--- config.mk ---
export PLATFORM = sky130hd
export DESIGN_NAME = cache_spi_arbiter
export DESIGN_NICKNAME = d
export VERILOG_FILES = /design/src/rtl/cache_pkg.sv /design/src/rtl/cache_spi_arbiter_rr_arb2.sv /design/src/rtl/cache_spi_arbiter.sv
export SDC_FILE = /design/constraint.sdc
export NUM_CORES = 1
export LEC_CHECK = 0
export ABC_CLOCK_PERIOD_IN_PS = 14950
export CORE_AREA = 2 2 295 297
export CTS_BUF_LIST = sky130_fd_sc_hd__clkbuf_16
export DETAILED_ROUTE_END_ITERATION = 8
export DIE_AREA = 0 0 297 299
export HOLD_SLACK_MARGIN = 0.05
export SLEW_MARGIN = 10
export SYNTH_ARGS = -nofsm -noshare
export SYNTH_HDL_FRONTEND = slang
export SYNTH_SLANG_ARGS = --single-unit
--- constraint.sdc ---
create_clock -name iCLK -period 14.95 [get_ports iCLK]
set_input_delay 2.99 -clock iCLK [delete_from_list [all_inputs] [get_ports iCLK]]
set_output_delay 2.99 -clock iCLK [all_outputs]
set_load 0.01 [all_outputs]
--- src/rtl/cache_pkg.sv ---
// Shared definitions for the cache-to-SPI arbiter: FSM states, port ids, SPI opcodes, default widths.
package cache_pkg;

    localparam int DEF_ADDR_W = 24;
    localparam int DEF_LINE_W = 128;

    localparam logic [7:0] CMD_READ  = 8'h03;
    localparam logic [7:0] CMD_WRITE = 8'h02;

    typedef enum logic [1:0] {
        ST_IDLE  = 2'd0,
        ST_ISSUE = 2'd1,
        ST_WAIT  = 2'd2,
        ST_DONE  = 2'd3
    } arbState_t;

    typedef enum logic {
        PORT_I = 1'b0,
        PORT_D = 1'b1
    } port_t;

    function automatic logic [7:0] cmdFor(input logic isWrite);
        return isWrite ? CMD_WRITE : CMD_READ;
    endfunction

endpackage

--- src/rtl/cache_spi_arbiter_rr_arb2.sv ---
// Two-input round-robin grant; the port not granted last wins a tie, last-grant resets to instruction.
module rr_arb2
    import cache_pkg::*;
(
    input  logic  iCLK,
    input  logic  iRST,
    input  logic  iReqI,
    input  logic  iReqD,
    input  logic  iUpdate,
    input  port_t iUpdPort,
    output logic  oGrantValid,
    output port_t oGrant
);

    port_t lastGrant;

    always_ff @(posedge iCLK or posedge iRST) begin
        if (iRST) begin
            lastGrant <= PORT_I;
        end else if (iUpdate) begin
            lastGrant <= iUpdPort;
        end
    end

    always_comb begin
        oGrantValid = iReqI | iReqD;
        oGrant      = PORT_I;
        if (iReqD && (!iReqI || lastGrant == PORT_I)) begin
            oGrant = PORT_D;
        end
    end

endmodule

--- src/rtl/cache_spi_arbiter.sv ---
// Shares one SPI line serializer between I-cache refill and D-cache refill/write-back.
// Optional watchdog abort enabled by defining CACHE_ARB_TIMEOUT_EN.
module cache_spi_arbiter
    import cache_pkg::*;
#(
    parameter int ADDR_W      = DEF_ADDR_W,
    parameter int LINE_W      = DEF_LINE_W,
    parameter int FRAME_W     = 8 + ADDR_W + LINE_W,
    parameter int TIMEOUT_CYC = 65535
) (
    input  logic               iCLK,
    input  logic               iRST,
    input  logic               iIREQ,
    input  logic [ADDR_W-1:0]  iIADDR,
    output logic               oIACK,
    output logic [LINE_W-1:0]  oIDATA,
    input  logic               iDREQ,
    input  logic               iDWE,
    input  logic [ADDR_W-1:0]  iDADDR,
    input  logic [LINE_W-1:0]  iDWDATA,
    output logic               oDACK,
    output logic [LINE_W-1:0]  oDRDATA,
    output logic               oERR,
    output logic               oSERstart,
    output logic [FRAME_W-1:0] oSERdata,
    input  logic               iSERend,
    input  logic [FRAME_W-1:0] iSERdata
);

    arbState_t          state;
    arbState_t          stateNext;
    port_t              grantPort;
    logic               isWrite;
    logic [FRAME_W-1:0] frameReg;
    logic [LINE_W-1:0]  iDataReg;
    logic [LINE_W-1:0]  dDataReg;
    logic               grantValid;
    port_t              grantSel;
    logic               timeoutHit;
    logic               unusedSink;

    assign unusedSink = ^iSERdata[FRAME_W-1:LINE_W] ^ (TIMEOUT_CYC > 0);

    rr_arb2 uArb (
        .iCLK        (iCLK),
        .iRST        (iRST),
        .iReqI       (iIREQ),
        .iReqD       (iDREQ),
        .iUpdate     (state == ST_DONE),
        .iUpdPort    (grantPort),
        .oGrantValid (grantValid),
        .oGrant      (grantSel)
    );

`ifdef CACHE_ARB_TIMEOUT_EN
    localparam int CNT_W = $clog2(TIMEOUT_CYC + 1);

    logic [CNT_W-1:0] wdCnt;
    logic             errReg;

    // Fires on the WAIT cycle whose edge brings the count to TIMEOUT_CYC.
    assign timeoutHit = (state == ST_WAIT) && (wdCnt == CNT_W'(TIMEOUT_CYC - 1));

    always_ff @(posedge iCLK or posedge iRST) begin
        if (iRST) begin
            wdCnt  <= '0;
            errReg <= 1'b0;
        end else if (state == ST_ISSUE) begin
            wdCnt  <= '0;
            errReg <= 1'b0;
        end else if (state == ST_WAIT) begin
            wdCnt <= wdCnt + 1'b1;
            if (timeoutHit && !iSERend) begin
                errReg <= 1'b1;
            end
        end
    end

    assign oERR = (state == ST_DONE) && errReg;
`else
    assign timeoutHit = 1'b0;
    assign oERR       = 1'b0;
`endif

    always_ff @(posedge iCLK or posedge iRST) begin
        if (iRST) begin
            state <= ST_IDLE;
        end else begin
            state <= stateNext;
        end
    end

    always_comb begin
        stateNext = state;
        case (state)
            ST_IDLE:  if (grantValid) stateNext = ST_ISSUE;
            ST_ISSUE: stateNext = ST_WAIT;
            ST_WAIT:  if (iSERend || timeoutHit) stateNext = ST_DONE;
            ST_DONE:  stateNext = ST_IDLE;
            default:  stateNext = ST_IDLE;
        endcase
    end

    // Frame is latched at grant and held until the next grant.
    always_ff @(posedge iCLK or posedge iRST) begin
        if (iRST) begin
            grantPort <= PORT_I;
            isWrite   <= 1'b0;
            frameReg  <= '0;
            iDataReg  <= '0;
            dDataReg  <= '0;
        end else begin
            if (state == ST_IDLE && grantValid) begin
                grantPort <= grantSel;
                if (grantSel == PORT_D) begin
                    isWrite  <= iDWE;
                    frameReg <= {cmdFor(iDWE), iDADDR, (iDWE ? iDWDATA : {LINE_W{1'b1}})};
                end else begin
                    isWrite  <= 1'b0;
                    frameReg <= {CMD_READ, iIADDR, {LINE_W{1'b1}}};
                end
            end
            if (state == ST_WAIT && iSERend) begin
                if (grantPort == PORT_I) begin
                    iDataReg <= iSERdata[LINE_W-1:0];
                end else if (!isWrite) begin
                    dDataReg <= iSERdata[LINE_W-1:0];
                end
            end
        end
    end

    assign oSERstart = (state == ST_ISSUE);
    assign oSERdata  = frameReg;
    assign oIACK     = (state == ST_DONE) && (grantPort == PORT_I);
    assign oDACK     = (state == ST_DONE) && (grantPort == PORT_D);
    assign oIDATA    = iDataReg;
    assign oDRDATA   = dDataReg;

endmodule

* After elaboration in Yosys (flattened, before gate mapping)
Cells that the tools add are included.
Storage, ports and cells: bits of input ports 342, bits in read-only memories 0, bits in registers 421, output and inout bits 420, memories kept 0, bits in latches 0, RAM bits 0
Cells by class: $lt $le $gt $ge 0, add/subtract/negate cells 0, divide/modulo/power cells 0, shift-type cells 0, multipliers 0, bitwise operators 4, eq/ne operators 5, muxes and demuxes 8, reduce and logical (&&, ||, !) cells 11
Operators with widths (number):
- two-way mux 153 bit | 1
- two-way mux 128 bit | 1
- case mux 2 bit (4 select lines) | 1
- logical AND 1 bit | 5
- == test 2 bit (second input constant) | 2
- two-way mux 2 bit | 2
- inequality test 2 bit (second input constant) | 2
- AND reduction 2 bit | 2
- two-way mux 1 bit | 3
- NOT 1 bit | 3
- AND reduction 3 bit | 1
- == test 2 x 1 -> 1 bit (second input constant) | 1
- logical NOT 2 bit | 1
- logical NOT 1 bit | 1
- logical OR 1 bit | 1
- bitwise OR 1 bit | 1

* Longest topological paths before layout
depth in word-level cells 5, depth in mapped cells 8, mapped depth without buffers 5

* By module
A second synthesis with hierarchy kept.
Second synthesis, totals: cells, all modules 974, area, all modules 15638.7 um2
Modules (own cells, without submodules):
- cache_spi_arbiter | times used 1, seq. area each 10359.9 um2, area each 15581.2 um2, cells each 969
- rr_arb2 | times used 1, seq. area each 25.0 um2, area each 57.6 um2, cells each 5

* Worst setup path before layout
No wires, ideal clock.
path type in2reg, start point input port iSERend, end point register dDataReg[0] (netlist: oDRDATA[0]), library setup time 128 ps, data required time 14822 ps, path slack 10964 ps, stages on the path 4, arrival time 3858 ps, path through nand4b_1 clkbuf_1 buf_2 mux2_1
On the way: longest elaborated chain between the ends 2
RTL lines:
- start: declaration | line cache_spi_arbiter.sv:26 | input logic iSERend,
- logical AND 1 bit | line cache_spi_arbiter.sv:123 | if (state == ST_WAIT && iSERend) begin
- AND reduction 3 bit (no line)
- end signal: assignment | line cache_spi_arbiter.sv:127 | dDataReg <= iSERdata[LINE_W-1:0];
- end: declaration | line cache_spi_arbiter.sv:36 | logic [LINE_W-1:0] dDataReg;
No other way between the ends. A chain may end at the register's enable or synchronous reset.

* Worst setup path in the final report
start point input port iDREQ, end point register frameReg[20] (netlist: oSERdata[20])
On the way: longest elaborated chain between the ends 3, elaborated cells on any way between the ends 5, classes of those cells mux (2); bitwise (1); reduce/logical (2)
RTL lines:
- start: declaration | line cache_spi_arbiter.sv:17 | input logic iDREQ,
- logical AND 1 bit | line cache_spi_arbiter_rr_arb2.sv:28 | if (iReqD && (!iReqI || lastGrant == PORT_I)) begin
- two-way mux 1 bit | line cache_spi_arbiter_rr_arb2.sv:28
- two-way mux 153 bit | line cache_spi_arbiter.sv:115 | if (grantSel == PORT_D) begin
- end signal: assignment | line cache_spi_arbiter.sv:117 | frameReg <= {cmdFor(iDWE), iDADDR, (iDWE ? iDWDATA : {LINE_W{1'b1}})};
- end signal: assignment | line cache_spi_arbiter.sv:120 | frameReg <= {CMD_READ, iIADDR, {LINE_W{1'b1}}};
- end: declaration | line cache_spi_arbiter.sv:34 | logic [FRAME_W-1:0] frameReg;
Parallel ways exist; a longest one is shown, timed or not.

==> out/qor.yml <==
antenna_left: 0
synthTopCellsByArea: "dfrtp_1 67%, mux2_1 19%, o22a_1 7.3%"
io_pins: 762
drtIter0Drc: 493
hold_viol: 0
cts_root_buf: "clkbuf_16"
cts_tree: "built"
crit_path_end_kind: "flip-flop"
syn_inst: 997
synth_area_leader_cell: "dfrtp_1"
track_usage_pct: 11.5
cts.path.max_buffers: 3
routedWlPerCell_um: 18.3
relSlewSlack_pct: 29.4
die_w_um: 297
cts_inserted_buffers: 47
synth_edf_count: 0
cts.htree.levels: 2
power_density_nw_per_um2: 217
place.gp.congestion: 0.887
skew_ns: 0.0190
worst-r2r-setup-slack_ns: 12.15
ys_ff_latch: 415
grt_pass1_wl_um: 78900
worst_pin_slew_ns: 1.06
setup_slack_ns: 9.66
dp_slack_ns: 9.12
die_h_um: 299
clk_pin_slew_ns: 0.06
drc: 0
drt_first_pass_iters: 4
start_util_pct: 18.0
clk_latency_ns: 0.58
drv_slew: 0
start_kind: "input pin"
status: "completed"
p_leak_uw: 0.00999
via_count: 11200
synthArstFlopShare_pct: 100
hold_class: "reg -> reg"
path_class: "in -> reg"
core_um2: 85900
r2r.worst_path.cells: 5
avgSynthCellArea_um2: 15.5
post-route-period-util_pct: 35.4
port_buffers: 722
synthToLayoutAreaGrowth_pct: 63.6
synth.distinct_cells: 25
grt_pass1_vias: 12300
dieArea_um2: 88800
post-route-min-period_ns: 5.29
drv_cap: 0
rows: 108
drive_above_1_share_pct: 4.19
rsz0062_at_grt: "false"
antenna_cells: 0
nets: 2055
worstPathArrival_ns: 5.74
antenna_found_initial: 3
crit_path_max_fanout: 97
ys_warn_count: 0
ys_seq_area_share_pct: 67.1
reg2reg_from: "state[0]"
rr_endpoint: "oSERdata[20]"
fmax_mhz: 189
overflow: 0
placed_area_um2: 23800
grt_max_degree: 146
routed_wl_um: 53000
postLayoutCellArea_um2: 25300
yosysTopAreaCellShare_pct: 67.1
cts_resized: 0
cp-startpoint: "iDREQ"
cts_hold_buf: 0
post_cts_buffers: 0
fin_setup_tns_ns: 0
setup_viol: 0
synth_flop_cell: "dfrtp_1"
syn_area_um2: 15500
peakVddDrop_mv: 0.129
yosys-top-cells-count: "415 x dfrtp_1, 257 x mux2_1, 129 x o22a_1, 49 x a21oi_1, 43 x buf_2"
fill_cells: 8711
routed_via_density: 3.87
required_ns: 15.40
post-synth-top-count-cell: "dfrtp_1"
cts_sinks: 415
hpwl_um: 39600
crit_end: "oSERdata[20]"
[cells by family after synthesis]
logic type	after synthesis	share of synthesized area, %
DFF	415	67.1
muxes	258	18.8
AOI/OAI and AO/OA	184	9.26
buffers and inverters	76	2.94
and+or+nand+nor	59	1.59
adders and majority gates	4	0.323
other	1	0.0242
[through the flow]
step	cells	total power, uW	hold slack [ns]	utilization, %
3_5_place_dp	2815	4450	0.470	27.8
3_3_place_gp	2815	4400	0.461	27.8
6_report	2898	5490	0.483	29.5
5_1_grt	2898	5810	0.501	29.5
2_1_floorplan	1003	2890	0.437	-
4_1_cts	2898	5600	0.484	29.5
[state kept, by name, indices dropped and copies added, names as in the netlist]
signal          flops
grantPort           1
isWrite             1
oDRDATA           128
oIDATA            128
oSERdata          154
state               2
uArb.lastGrant      1
[worst min path at each step]
stage / depth (start not counted) / end / start
5_1_grt: 1 / oSERdata[68] / oSERdata[68]
2_1_floorplan: 2 / isWrite / isWrite
4_1_cts: 1 / oSERdata[153] / oSERdata[153]
3_5_place_dp: 1 / oSERdata[153] / oSERdata[153]
6_report: 1 / oSERdata[153] / oSERdata[153]
3_3_place_gp: 2 / isWrite / isWrite
[routing by layer]
layer	global-route usage, %	part of all wire [%]
met3	3.98	8.0
met1	12.6	38
met4	3.45	2.8
met5	0	0.030
met2	20.7	51
[placed cells by master (no fill, tap or decap)]
| cell | count |
|---|---|
| clkdlybuf4s50_1 | 722 |
| dfrtp_1 | 415 |
| mux2_1 | 257 |
| o22a_1 | 129 |
| a21oi_1 | 49 |
| clkbuf_16 | 47 |
| nand2_1 | 27 |
| nor2_1 | 25 |
| inv_1 | 14 |
| clkinv_1 | 12 |
| conb_1 | 7 |
| buf_4 | 5 |
| ha_1 | 4 |
| bufinv_16 | 4 |
| clkinv_2 | 3 |
| buf_12 | 3 |
| nor2b_1 | 2 |
| clkinvlp_4 | 2 |
| nand4b_1 | 1 |
| nand3b_1 | 1 |
| and2_1 | 1 |
| inv_8 | 1 |
| mux2_2 | 1 |
| a21boi_4 | 1 |
| nand3_4 | 1 |
| o21ai_4 | 1 |
| a21bo_1 | 1 |
| o21ai_1 | 1 |
| nand2b_1 | 1 |
| o21a_4 | 1 |
| o21a_1 | 1 |
| clkinv_8 | 1 |
| clkinv_16 | 1 |
| inv_6 | 1 |
[final cells by class]
cell class              instances  area [um^2]  share of cell area (%)
inverters                       3         18.8                  0.0741
clock buffers                  47         1180                    4.64
flip-flops and latches        415        10400                    41.0
repair buffers                730         7320                    28.9
clock inverters                36          295                    1.17
well taps                    1155         1450                    5.71
multi-input cells             512         4680                    18.5
[critical path: stages]
cell and delay [ns]:
clkdlybuf4s50_1 0.60, a21boi_4 0.68, nand3_4 0.46, buf_4 0.59, o22a_1 0.35
[power breakdown]
group          switching (uW)  internal [uW]  leakage [uW]
registers                 322           1690       0.00466
logic                    1000           1380       0.00459
clock network             466            639      0.000753
total                    1790           3700       0.00999
No activity file was read; power rests on OpenSTA's default activity.
